### src/rtl/dmem_arbiter_pkg.sv
// dmem_arb_pkg: shared types and helpers for the data-memory arbiter.
//   dmem_arb_state_t : arbiter FSM states (IDLE, RMW)
//   dmem_arb_id_t    : requester identity (core LSU, DMA/debug)
//   byte_merge       : per-byte select between an old and a new word
package dmem_arb_pkg;

  typedef enum logic {ST_IDLE = 1'b0, ST_RMW = 1'b1} dmem_arb_state_t;
  typedef enum logic {REQ_CORE = 1'b0, REQ_DMA = 1'b1} dmem_arb_id_t;

  localparam logic [3:0] BE_FULL = 4'hF;
  localparam logic [3:0] BE_NONE = 4'h0;

  // Byte i comes from new_word when be[i] is set, otherwise from old_word.
  function automatic logic [31:0] byte_merge(input logic [31:0] old_word,
                                             input logic [31:0] new_word,
                                             input logic [3:0]  be);
    logic [31:0] merged;
    merged = old_word;
    for (int i = 0; i < 4; i++) begin
      if (be[i]) merged[8*i +: 8] = new_word[8*i +: 8];
    end
    return merged;
  endfunction

endpackage

### src/rtl/dmem_arbiter_if.sv
// dmem_arbiter_if: bundles both requester channels and the memory port.
//   core_* / dma_* : requester side (req, we, addr, wdata, be -> gnt, rvalid, rdata)
//   mem_*          : memory side (addr, wdata, rw -> rdata, combinational read)
// Handshake: a requester raises req with we/addr/wdata/be stable and holds them
// until it sees gnt high in the same cycle; the transfer is accepted in that
// cycle. Keeping req high afterwards is a fresh request. Exactly one rvalid pulse
// answers each grant (1 cycle later, 2 for a merged sub-word store); rdata is
// meaningful only with rvalid and otherwise keeps its last value.
// Modports: slave = arbiter view, master = requesters + memory view.
interface dmem_arbiter_if;
  logic        core_req;
  logic        core_we;
  logic [31:0] core_addr;
  logic [31:0] core_wdata;
  logic [3:0]  core_be;
  logic        core_gnt;
  logic        core_rvalid;
  logic [31:0] core_rdata;

  logic        dma_req;
  logic        dma_we;
  logic [31:0] dma_addr;
  logic [31:0] dma_wdata;
  logic [3:0]  dma_be;
  logic        dma_gnt;
  logic        dma_rvalid;
  logic [31:0] dma_rdata;

  logic [31:0] mem_addr;
  logic [31:0] mem_wdata;
  logic        mem_rw;
  logic [31:0] mem_rdata;

  modport slave (
    input  core_req, core_we, core_addr, core_wdata, core_be,
    output core_gnt, core_rvalid, core_rdata,
    input  dma_req, dma_we, dma_addr, dma_wdata, dma_be,
    output dma_gnt, dma_rvalid, dma_rdata,
    output mem_addr, mem_wdata, mem_rw,
    input  mem_rdata
  );

  modport master (
    output core_req, core_we, core_addr, core_wdata, core_be,
    input  core_gnt, core_rvalid, core_rdata,
    output dma_req, dma_we, dma_addr, dma_wdata, dma_be,
    input  dma_gnt, dma_rvalid, dma_rdata,
    input  mem_addr, mem_wdata, mem_rw,
    output mem_rdata
  );
endinterface

### src/rtl/dmem_arbiter_rr_pick.sv
// dmem_rr_pick: combinational two-way round-robin picker.
//   req[1:0]    in  : bit 0 = core, bit 1 = DMA
//   last_winner in  : requester granted most recently (register kept by parent)
//   grant[1:0]  out : one-hot grant, zero when nobody requests
//   winner      out : id of the granted requester (REQ_CORE when none)
module dmem_rr_pick
  import dmem_arb_pkg::*;
(
  input  logic [1:0]   req,
  input  dmem_arb_id_t last_winner,
  output logic [1:0]   grant,
  output dmem_arb_id_t winner
);

  always_comb begin
    grant  = 2'b00;
    winner = REQ_CORE;
    case (req)
      2'b01: begin grant = 2'b01; winner = REQ_CORE; end
      2'b10: begin grant = 2'b10; winner = REQ_DMA;  end
      2'b11: begin
        // Contested: whoever did not win last time goes now.
        if (last_winner == REQ_CORE) begin
          grant  = 2'b10;
          winner = REQ_DMA;
        end else begin
          grant  = 2'b01;
          winner = REQ_CORE;
        end
      end
      default: begin
        grant  = 2'b00;
        winner = REQ_CORE;
      end
    endcase
  end

endmodule

### src/rtl/dmem_arbiter.sv
// dmem_arbiter: shares the single-port data memory between core LSU and DMA.
//   clk, rst_n : clock, asynchronous active-low reset
//   bus        : dmem_arbiter_if.slave (requester channels + memory port)
//   dbg_state  : current FSM state
// Parameters: ADDR_W (address bits forwarded to memory), CORE_FIRST (core wins
// the first contested cycle after reset when 1).
// Optional feature macro DMEM_ARB_RMW_EN: sub-word stores become a read cycle
// followed by a merged write cycle. Without it every store writes the full word.
module dmem_arbiter
  import dmem_arb_pkg::*;
#(
  parameter int ADDR_W     = 12,
  parameter bit CORE_FIRST = 1'b1
) (
  input  logic            clk,
  input  logic            rst_n,
  dmem_arbiter_if.slave   bus,
  output dmem_arb_state_t dbg_state
);

  localparam int UPPER_W = 32 - ADDR_W;

  dmem_arb_state_t state;
  dmem_arb_id_t    last_winner;
  logic [1:0]      pick_grant;
  dmem_arb_id_t    pick_id;
  logic            grant_any;
  logic            sel_we;
  logic [31:0]     sel_addr;
  logic [31:0]     sel_wdata;
  logic            sel_partial;
  logic            store_writes;

  logic            core_rvalid_q;
  logic            dma_rvalid_q;
  logic [31:0]     core_rdata_q;
  logic [31:0]     dma_rdata_q;

  // Upper address bits never reach memory; be is irrelevant without merging.
  logic            unused_bits;

  dmem_rr_pick u_pick (
    .req         ({bus.dma_req, bus.core_req}),
    .last_winner (last_winner),
    .grant       (pick_grant),
    .winner      (pick_id)
  );

  assign sel_we    = (pick_id == REQ_DMA) ? bus.dma_we    : bus.core_we;
  assign sel_addr  = (pick_id == REQ_DMA) ? bus.dma_addr  : bus.core_addr;
  assign sel_wdata = (pick_id == REQ_DMA) ? bus.dma_wdata : bus.core_wdata;
  assign grant_any = rst_n && (state == ST_IDLE) && (|pick_grant);

`ifdef DMEM_ARB_RMW_EN
  dmem_arb_state_t    state_next;
  logic [3:0]         sel_be;
  logic [ADDR_W-1:0]  rmw_addr;
  logic [31:0]        rmw_old;
  logic [31:0]        rmw_wdata;
  logic [3:0]         rmw_be;
  dmem_arb_id_t       rmw_id;

  assign sel_be       = (pick_id == REQ_DMA) ? bus.dma_be : bus.core_be;
  // be==0 is a no-op store, be==F a plain write; anything else needs a merge.
  assign sel_partial  = sel_we && (sel_be != BE_FULL) && (sel_be != BE_NONE);
  assign store_writes = (sel_be == BE_FULL);
  assign unused_bits  = ^{bus.core_addr[31:ADDR_W], bus.dma_addr[31:ADDR_W]};

  // State register.
  always_ff @(posedge clk or negedge rst_n) begin
    if (!rst_n) state <= ST_IDLE;
    else        state <= state_next;
  end

  // Next-state logic.
  always_comb begin
    state_next = state;
    case (state)
      ST_IDLE: if (grant_any && sel_partial) state_next = ST_RMW;
      ST_RMW:  state_next = ST_IDLE;
      default: state_next = ST_IDLE;
    endcase
  end

  // Context of the pending merge, captured while the old word is on mem_rdata.
  always_ff @(posedge clk or negedge rst_n) begin
    if (!rst_n) begin
      rmw_addr  <= '0;
      rmw_old   <= '0;
      rmw_wdata <= '0;
      rmw_be    <= '0;
      rmw_id    <= REQ_CORE;
    end else if (grant_any && sel_partial) begin
      rmw_addr  <= sel_addr[ADDR_W-1:0];
      rmw_old   <= bus.mem_rdata;
      rmw_wdata <= sel_wdata;
      rmw_be    <= sel_be;
      rmw_id    <= pick_id;
    end
  end
`else
  assign state        = ST_IDLE;
  assign sel_partial  = 1'b0;
  assign store_writes = 1'b1;
  assign unused_bits  = ^{bus.core_addr[31:ADDR_W], bus.dma_addr[31:ADDR_W],
                          bus.core_be, bus.dma_be};
`endif

  // Output logic: grants and memory port. Everything is held quiet in reset.
  always_comb begin
    bus.core_gnt  = 1'b0;
    bus.dma_gnt   = 1'b0;
    bus.mem_addr  = '0;
    bus.mem_wdata = '0;
    bus.mem_rw    = 1'b0;
    if (rst_n) begin
      if (state == ST_IDLE) begin
        bus.core_gnt = pick_grant[0];
        bus.dma_gnt  = pick_grant[1];
        if (|pick_grant) begin
          bus.mem_addr = {{UPPER_W{1'b0}}, sel_addr[ADDR_W-1:0]};
          if (sel_we) begin
            bus.mem_wdata = sel_wdata;
            bus.mem_rw    = store_writes;
          end
        end
      end
`ifdef DMEM_ARB_RMW_EN
      else begin
        bus.mem_addr  = {{UPPER_W{1'b0}}, rmw_addr};
        bus.mem_wdata = byte_merge(rmw_old, rmw_wdata, rmw_be);
        bus.mem_rw    = 1'b1;
      end
`endif
    end
  end

  // Arbitration history and response registers.
  always_ff @(posedge clk or negedge rst_n) begin
    if (!rst_n) begin
      last_winner   <= CORE_FIRST ? REQ_DMA : REQ_CORE;
      core_rvalid_q <= 1'b0;
      dma_rvalid_q  <= 1'b0;
      core_rdata_q  <= '0;
      dma_rdata_q   <= '0;
    end else begin
      core_rvalid_q <= 1'b0;
      dma_rvalid_q  <= 1'b0;
      if (grant_any) last_winner <= pick_id;
      // Loads return the word read in the grant cycle; stores return zero.
      if (grant_any && !sel_partial) begin
        if (pick_id == REQ_CORE) begin
          core_rvalid_q <= 1'b1;
          core_rdata_q  <= sel_we ? 32'h0 : bus.mem_rdata;
        end else begin
          dma_rvalid_q  <= 1'b1;
          dma_rdata_q   <= sel_we ? 32'h0 : bus.mem_rdata;
        end
      end
`ifdef DMEM_ARB_RMW_EN
      // Merged store answers once its write cycle completes.
      if (state == ST_RMW) begin
        if (rmw_id == REQ_CORE) begin
          core_rvalid_q <= 1'b1;
          core_rdata_q  <= 32'h0;
        end else begin
          dma_rvalid_q  <= 1'b1;
          dma_rdata_q   <= 32'h0;
        end
      end
`endif
    end
  end

  assign bus.core_rvalid = core_rvalid_q;
  assign bus.core_rdata  = core_rdata_q;
  assign bus.dma_rvalid  = dma_rvalid_q;
  assign bus.dma_rdata   = dma_rdata_q;
  assign dbg_state       = state;

endmodule
### src/flat_wrapper.sv
// flat-port wrapper written by rule: the top's interface ports become plain ports
module dmem_arbiter_flat import dmem_arb_pkg::*;
#(
  parameter int ADDR_W     = 12,
  parameter bit CORE_FIRST = 1'b1
)
  (clk, rst_n, dbg_state, bus_core_req, bus_core_we, bus_core_addr, bus_core_wdata, bus_core_be, bus_core_gnt, bus_core_rvalid, bus_core_rdata, bus_dma_req, bus_dma_we, bus_dma_addr, bus_dma_wdata, bus_dma_be, bus_dma_gnt, bus_dma_rvalid, bus_dma_rdata, bus_mem_addr, bus_mem_wdata, bus_mem_rw, bus_mem_rdata);
  dmem_arbiter_if bus_i ();
  input  logic clk;
  input  logic rst_n;
  output dmem_arb_state_t dbg_state;
  input wire logic [$bits(bus_i.core_req)-1:0] bus_core_req;
  input wire logic [$bits(bus_i.core_we)-1:0] bus_core_we;
  input wire logic [$bits(bus_i.core_addr)-1:0] bus_core_addr;
  input wire logic [$bits(bus_i.core_wdata)-1:0] bus_core_wdata;
  input wire logic [$bits(bus_i.core_be)-1:0] bus_core_be;
  output wire logic [$bits(bus_i.core_gnt)-1:0] bus_core_gnt;
  output wire logic [$bits(bus_i.core_rvalid)-1:0] bus_core_rvalid;
  output wire logic [$bits(bus_i.core_rdata)-1:0] bus_core_rdata;
  input wire logic [$bits(bus_i.dma_req)-1:0] bus_dma_req;
  input wire logic [$bits(bus_i.dma_we)-1:0] bus_dma_we;
  input wire logic [$bits(bus_i.dma_addr)-1:0] bus_dma_addr;
  input wire logic [$bits(bus_i.dma_wdata)-1:0] bus_dma_wdata;
  input wire logic [$bits(bus_i.dma_be)-1:0] bus_dma_be;
  output wire logic [$bits(bus_i.dma_gnt)-1:0] bus_dma_gnt;
  output wire logic [$bits(bus_i.dma_rvalid)-1:0] bus_dma_rvalid;
  output wire logic [$bits(bus_i.dma_rdata)-1:0] bus_dma_rdata;
  output wire logic [$bits(bus_i.mem_addr)-1:0] bus_mem_addr;
  output wire logic [$bits(bus_i.mem_wdata)-1:0] bus_mem_wdata;
  output wire logic [$bits(bus_i.mem_rw)-1:0] bus_mem_rw;
  input wire logic [$bits(bus_i.mem_rdata)-1:0] bus_mem_rdata;
  assign bus_i.core_req = bus_core_req;
  assign bus_i.core_we = bus_core_we;
  assign bus_i.core_addr = bus_core_addr;
  assign bus_i.core_wdata = bus_core_wdata;
  assign bus_i.core_be = bus_core_be;
  assign bus_core_gnt = bus_i.core_gnt;
  assign bus_core_rvalid = bus_i.core_rvalid;
  assign bus_core_rdata = bus_i.core_rdata;
  assign bus_i.dma_req = bus_dma_req;
  assign bus_i.dma_we = bus_dma_we;
  assign bus_i.dma_addr = bus_dma_addr;
  assign bus_i.dma_wdata = bus_dma_wdata;
  assign bus_i.dma_be = bus_dma_be;
  assign bus_dma_gnt = bus_i.dma_gnt;
  assign bus_dma_rvalid = bus_i.dma_rvalid;
  assign bus_dma_rdata = bus_i.dma_rdata;
  assign bus_mem_addr = bus_i.mem_addr;
  assign bus_mem_wdata = bus_i.mem_wdata;
  assign bus_mem_rw = bus_i.mem_rw;
  assign bus_i.mem_rdata = bus_mem_rdata;
  dmem_arbiter #(.ADDR_W(ADDR_W), .CORE_FIRST(CORE_FIRST)) u_core (.clk(clk), .rst_n(rst_n), .bus(bus_i), .dbg_state(dbg_state));
endmodule
### config.mk
export PLATFORM = sky130hd
export DESIGN_NAME = dmem_arbiter_flat
export DESIGN_NICKNAME = d
export VERILOG_FILES = /design/src/rtl/dmem_arbiter_pkg.sv /design/src/rtl/dmem_arbiter_if.sv /design/src/rtl/dmem_arbiter_rr_pick.sv /design/src/rtl/dmem_arbiter.sv /design/src/flat_wrapper.sv
export SDC_FILE = /design/constraint.sdc
export NUM_CORES = 1
export LEC_CHECK = 0
export BUFFER_PORTS_ARGS = -buffer_cell sky130_fd_sc_hd__buf_2
export CORE_MARGIN = 4
export CORE_UTILIZATION = 28
export DETAILED_ROUTE_END_ITERATION = 12
export PLACE_DENSITY_LB_ADDON = 0.25
export SYNTH_ARGS = -nofsm -noshare
export SYNTH_HDL_FRONTEND = slang
export SYNTH_HIERARCHICAL = 1
export SYNTH_SLANG_ARGS = --single-unit
### constraint.sdc
create_clock -name clk -period 1.9 [get_ports clk]
set_input_delay 0.38 -clock clk [delete_from_list [all_inputs] [get_ports clk]]
set_output_delay 0.38 -clock clk [all_outputs]
set_load 0.01 [all_outputs]
==> reports/metrics.yaml <==
run_status:
  status: "finished, violations left"
  violations: "negative setup slack"
floorplanning:
  rows: 42
  dieArea_um2: 15540
  die_width_um: 124.7
  io_pins: 308
  start_util_pct: 28.66
  die_h_um: 124.7
  coreArea_um2: 13300
global_routing:
  grt_start_max_net_pins: 56
  grtUsageTotal_pct: 16.51
  grt_first_pass_wirelength_um: 20870
  grt_pass1_vias: 3939
  antenna_found_initial: 0
  overflow: 0
clock_network:
  cts_htree_levels: 3
  cts_sinks: 67
  cts_made_buffers: 9
  cts_tree: "done"
  clockBufferDepth: 2
  ctsHoldBuffers: 0
  cts_root_buf: "clkbuf_16"
  clk_pin_slew_ns: 0.06
  clkLatencyLatePin_ns: 0.33
power_and_ir_drop:
  power_switching_mw: 1.763
  ir_drop_uv: 386.1
  leakage_nw: 3.273
  p_int_mw: 3.672
  pwr-share-comb_pct: 32.3
  seqPwrFrac_pct: 34.0
  pwr-share-clk_pct: 33.7
  p_total_mw: 5.434
  powerDensity_nw_per_um2: 894.0
  swShare_pct: 32.44
synth:
  syn_area_um2: 3810
  yosys_warnings: 6
  synth_mux_area_share_pct: 8.670
  synth-simple-area-share_pct: 10.18
  synth_edf_count: 0
  syn_area_per_cell_um2: 10.05
  synth-compound-area-share_pct: 23.65
  ys_seq_area_share_pct: 44.04
  yosys.area.top_type: "dfrtp_1"
  synthXorXnorAreaFrac_pct: 0
  synth.top_cell.area_share_pct: 43.35
  synth-seq-cells: 67
  ys_top_cells_by_area: "dfrtp_1, mux2i_1, o31ai_1"
  synthAdderAreaFrac_pct: 0
  synth_cell_types: 27
  synth_top_family_by_area: "compound AO/OA/AOI/OAI gates"
  synth_flop_cell: "dfrtp_1"
  synth_cells: 379
  async_flop_share_pct: 100.0
timing:
  post-route-min-period_ns: 2.346
  rsz0062_at_grt: "true"
  layout_setup_ws_ns: -0.4463
  max_clock_freq_mhz: 426.2
  post-route-period-util_pct: 123.5
  tightest_slew_ns: 0.7382
  fin_setup_tns_ns: -18.89
  setup_viol: 46
  slew_headroom_pct: 50.79
  maxSlewViolCount: 0
  skew_ns: 0.006913
  hold_viol_final: 0
critical_path:
  timing.rr.start: "u_core/last_winner"
  start_kind: "register"
  worstSetupPathType: "reg -> out"
  cp-end-kind: "primary output"
  crit_fanout: 10
  cp_num_buf_inv: 3
  crit_family: "flip-flops"
  cp.required_ns: 1.52
  slowest_delay_ns: 0.56
  crit_arrival_ns: 1.97
  startpoint: "u_core/last_winner"
  crit_slowest_cell: "dfstp_2"
  crit_chain: "buf_6, a21boi_4, mux2i_1, or2_4, buf_12, nor2_1, buf_2"
final_layout:
  fin_util_pct: 45.72
  final_common_cell: "buf_2"
  nFillCells: 1306
  diodes: 0
  layout-drive-gt1-share_pct: 57.95
  final_cell_count_no_fill: 811
  layout.nets: 804
  syn_to_final_growth_pct: 59.54
  final_cell_mix: "buf_2, dfrtp_1, mux2i_1"
route:
  wl_um: 13690
  viasPerCell: 4.688
  drtIter0Drc: 163
  num_vias: 3802
  ant_nets: 0
  drc: 0
  wire_per_inst_um: 16.88
  dr.pass1.iters: 4
min_path:
  hp-class: "in -> async"
placement:
  hpwl_um: 9357
  dp.cells: 774
  dp_slack_ns: -0.4920
  globalplace.congestion: 0.7795
  portBuffers: 238
run:
  cap_violations: 0
[cells in the mapped netlist, types with 3 or more instances]
cell type	instances
o41ai_2	10
buf_6	4
buf_2	19
o21ai_1	22
buf_1	3
o21ai_0	11
inv_1	33
o41ai_1	22
buf_4	22
dfrtp_1	66
nor2_4	9
nor2_1	4
mux2i_1	33
o31ai_1	32
a22o_1	12
nor2_2	20
nand2_1	34
clkbuf_1	11
[worst reg2reg max path: cells and delay by family, from the launching register on]
kind,cells,cell delay (ns)
buf+inv,6,0.76
flops,1,0.56
compound gates,3,0.33
simple gates,1,0.11
[cell type report]
cell class                      instances  area (um2)  area share (%)
Clock buffer                            9       225.2           3.705
Clock inverter                          7       98.84           1.626
Inverter                               35       138.9           2.285
Multi-Input combinational cell        237        1888           31.06
Sequential cell                        67        1678           27.60
Tap cell                              176       220.2           3.623
Timing Repair Buffer                  279        1822           29.97
Timing Repair inverter                  1       7.507          0.1235
[timing repair]
action                     in CTS  in global routing
pin swaps                       5                  7
setup endpoints to repair      71                 74
hold endpoints to repair        0                  0
cloned                          4                  6
resized for setup              33                 35
buffers inserted               11                  3
[routing by layer]
metal	GRT usage (%)	routed length (um)	vias to the layer above
li1	-	-	1804
met1	19.16	5403	1810
met2	29.33	7022	175
met3	4.674	1092	13
met4	5.222	171	0
met5	0	0	-
[logic make-up after synthesis]
kind of cell    count (synthesis)
compound gates                113
buf+inv                        95
flops                          67
mux                            33
other cells                     1
simple gates                   70
[through the flow]
| step | hold WS [ns] | area, um2 |
|---|---|---|
| after floorplan | 0.08441 | 3889 |
| after global placement | 0.3830 | 5151 |
| after detailed placement | 0.3831 | 5151 |
| after CTS | 0.02332 | 5781 |
| after global routing | 0.03488 | 6078 |
| final | 0.03151 | 6078 |
[worst paths after layout]
| check | end | slack, ns | cells past startpoint |
|---|---|---|---|
| worst max register to register | u_core/bus.dma_rdata[20] | 0.03 | 10 |
| max in group asynchronous | u_core/bus.dma_rdata[11] | 0.87 | 3 |
| worst min-delay path | u_core/bus.dma_rdata[29] | 0.03 | 2 |
| min in group clk | u_core/bus.dma_rdata[11] | 0.31 | 3 |
| worst min register to register | u_core/bus.dma_rdata[2] | 0.48 | 2 |
| worst max-delay path | bus_mem_wdata[1] | -0.45 | 7 |
[power groups by stage]
stage / sequential, mW / clock, mW / combinational [mW]
final: 1.85 / 1.83 / 1.75
after global routing: 1.89 / 1.94 / 1.91
after CTS: 1.85 / 1.87 / 1.65
after detailed placement: 1.87 / 0 / 1.52
after global placement: 1.86 / 0 / 1.49
after floorplan: 1.99 / 0 / 0.734
[sequential cells by signal (all words and copies together), names as in the netlist]
name,cells
u_core/bus.dma_rdata,32
u_core/bus.core_rdata,32
u_core/last_winner,1
u_core/bus.dma_rvalid,1
u_core/bus.core_rvalid,1
Power figures use the tool's default switching activity.
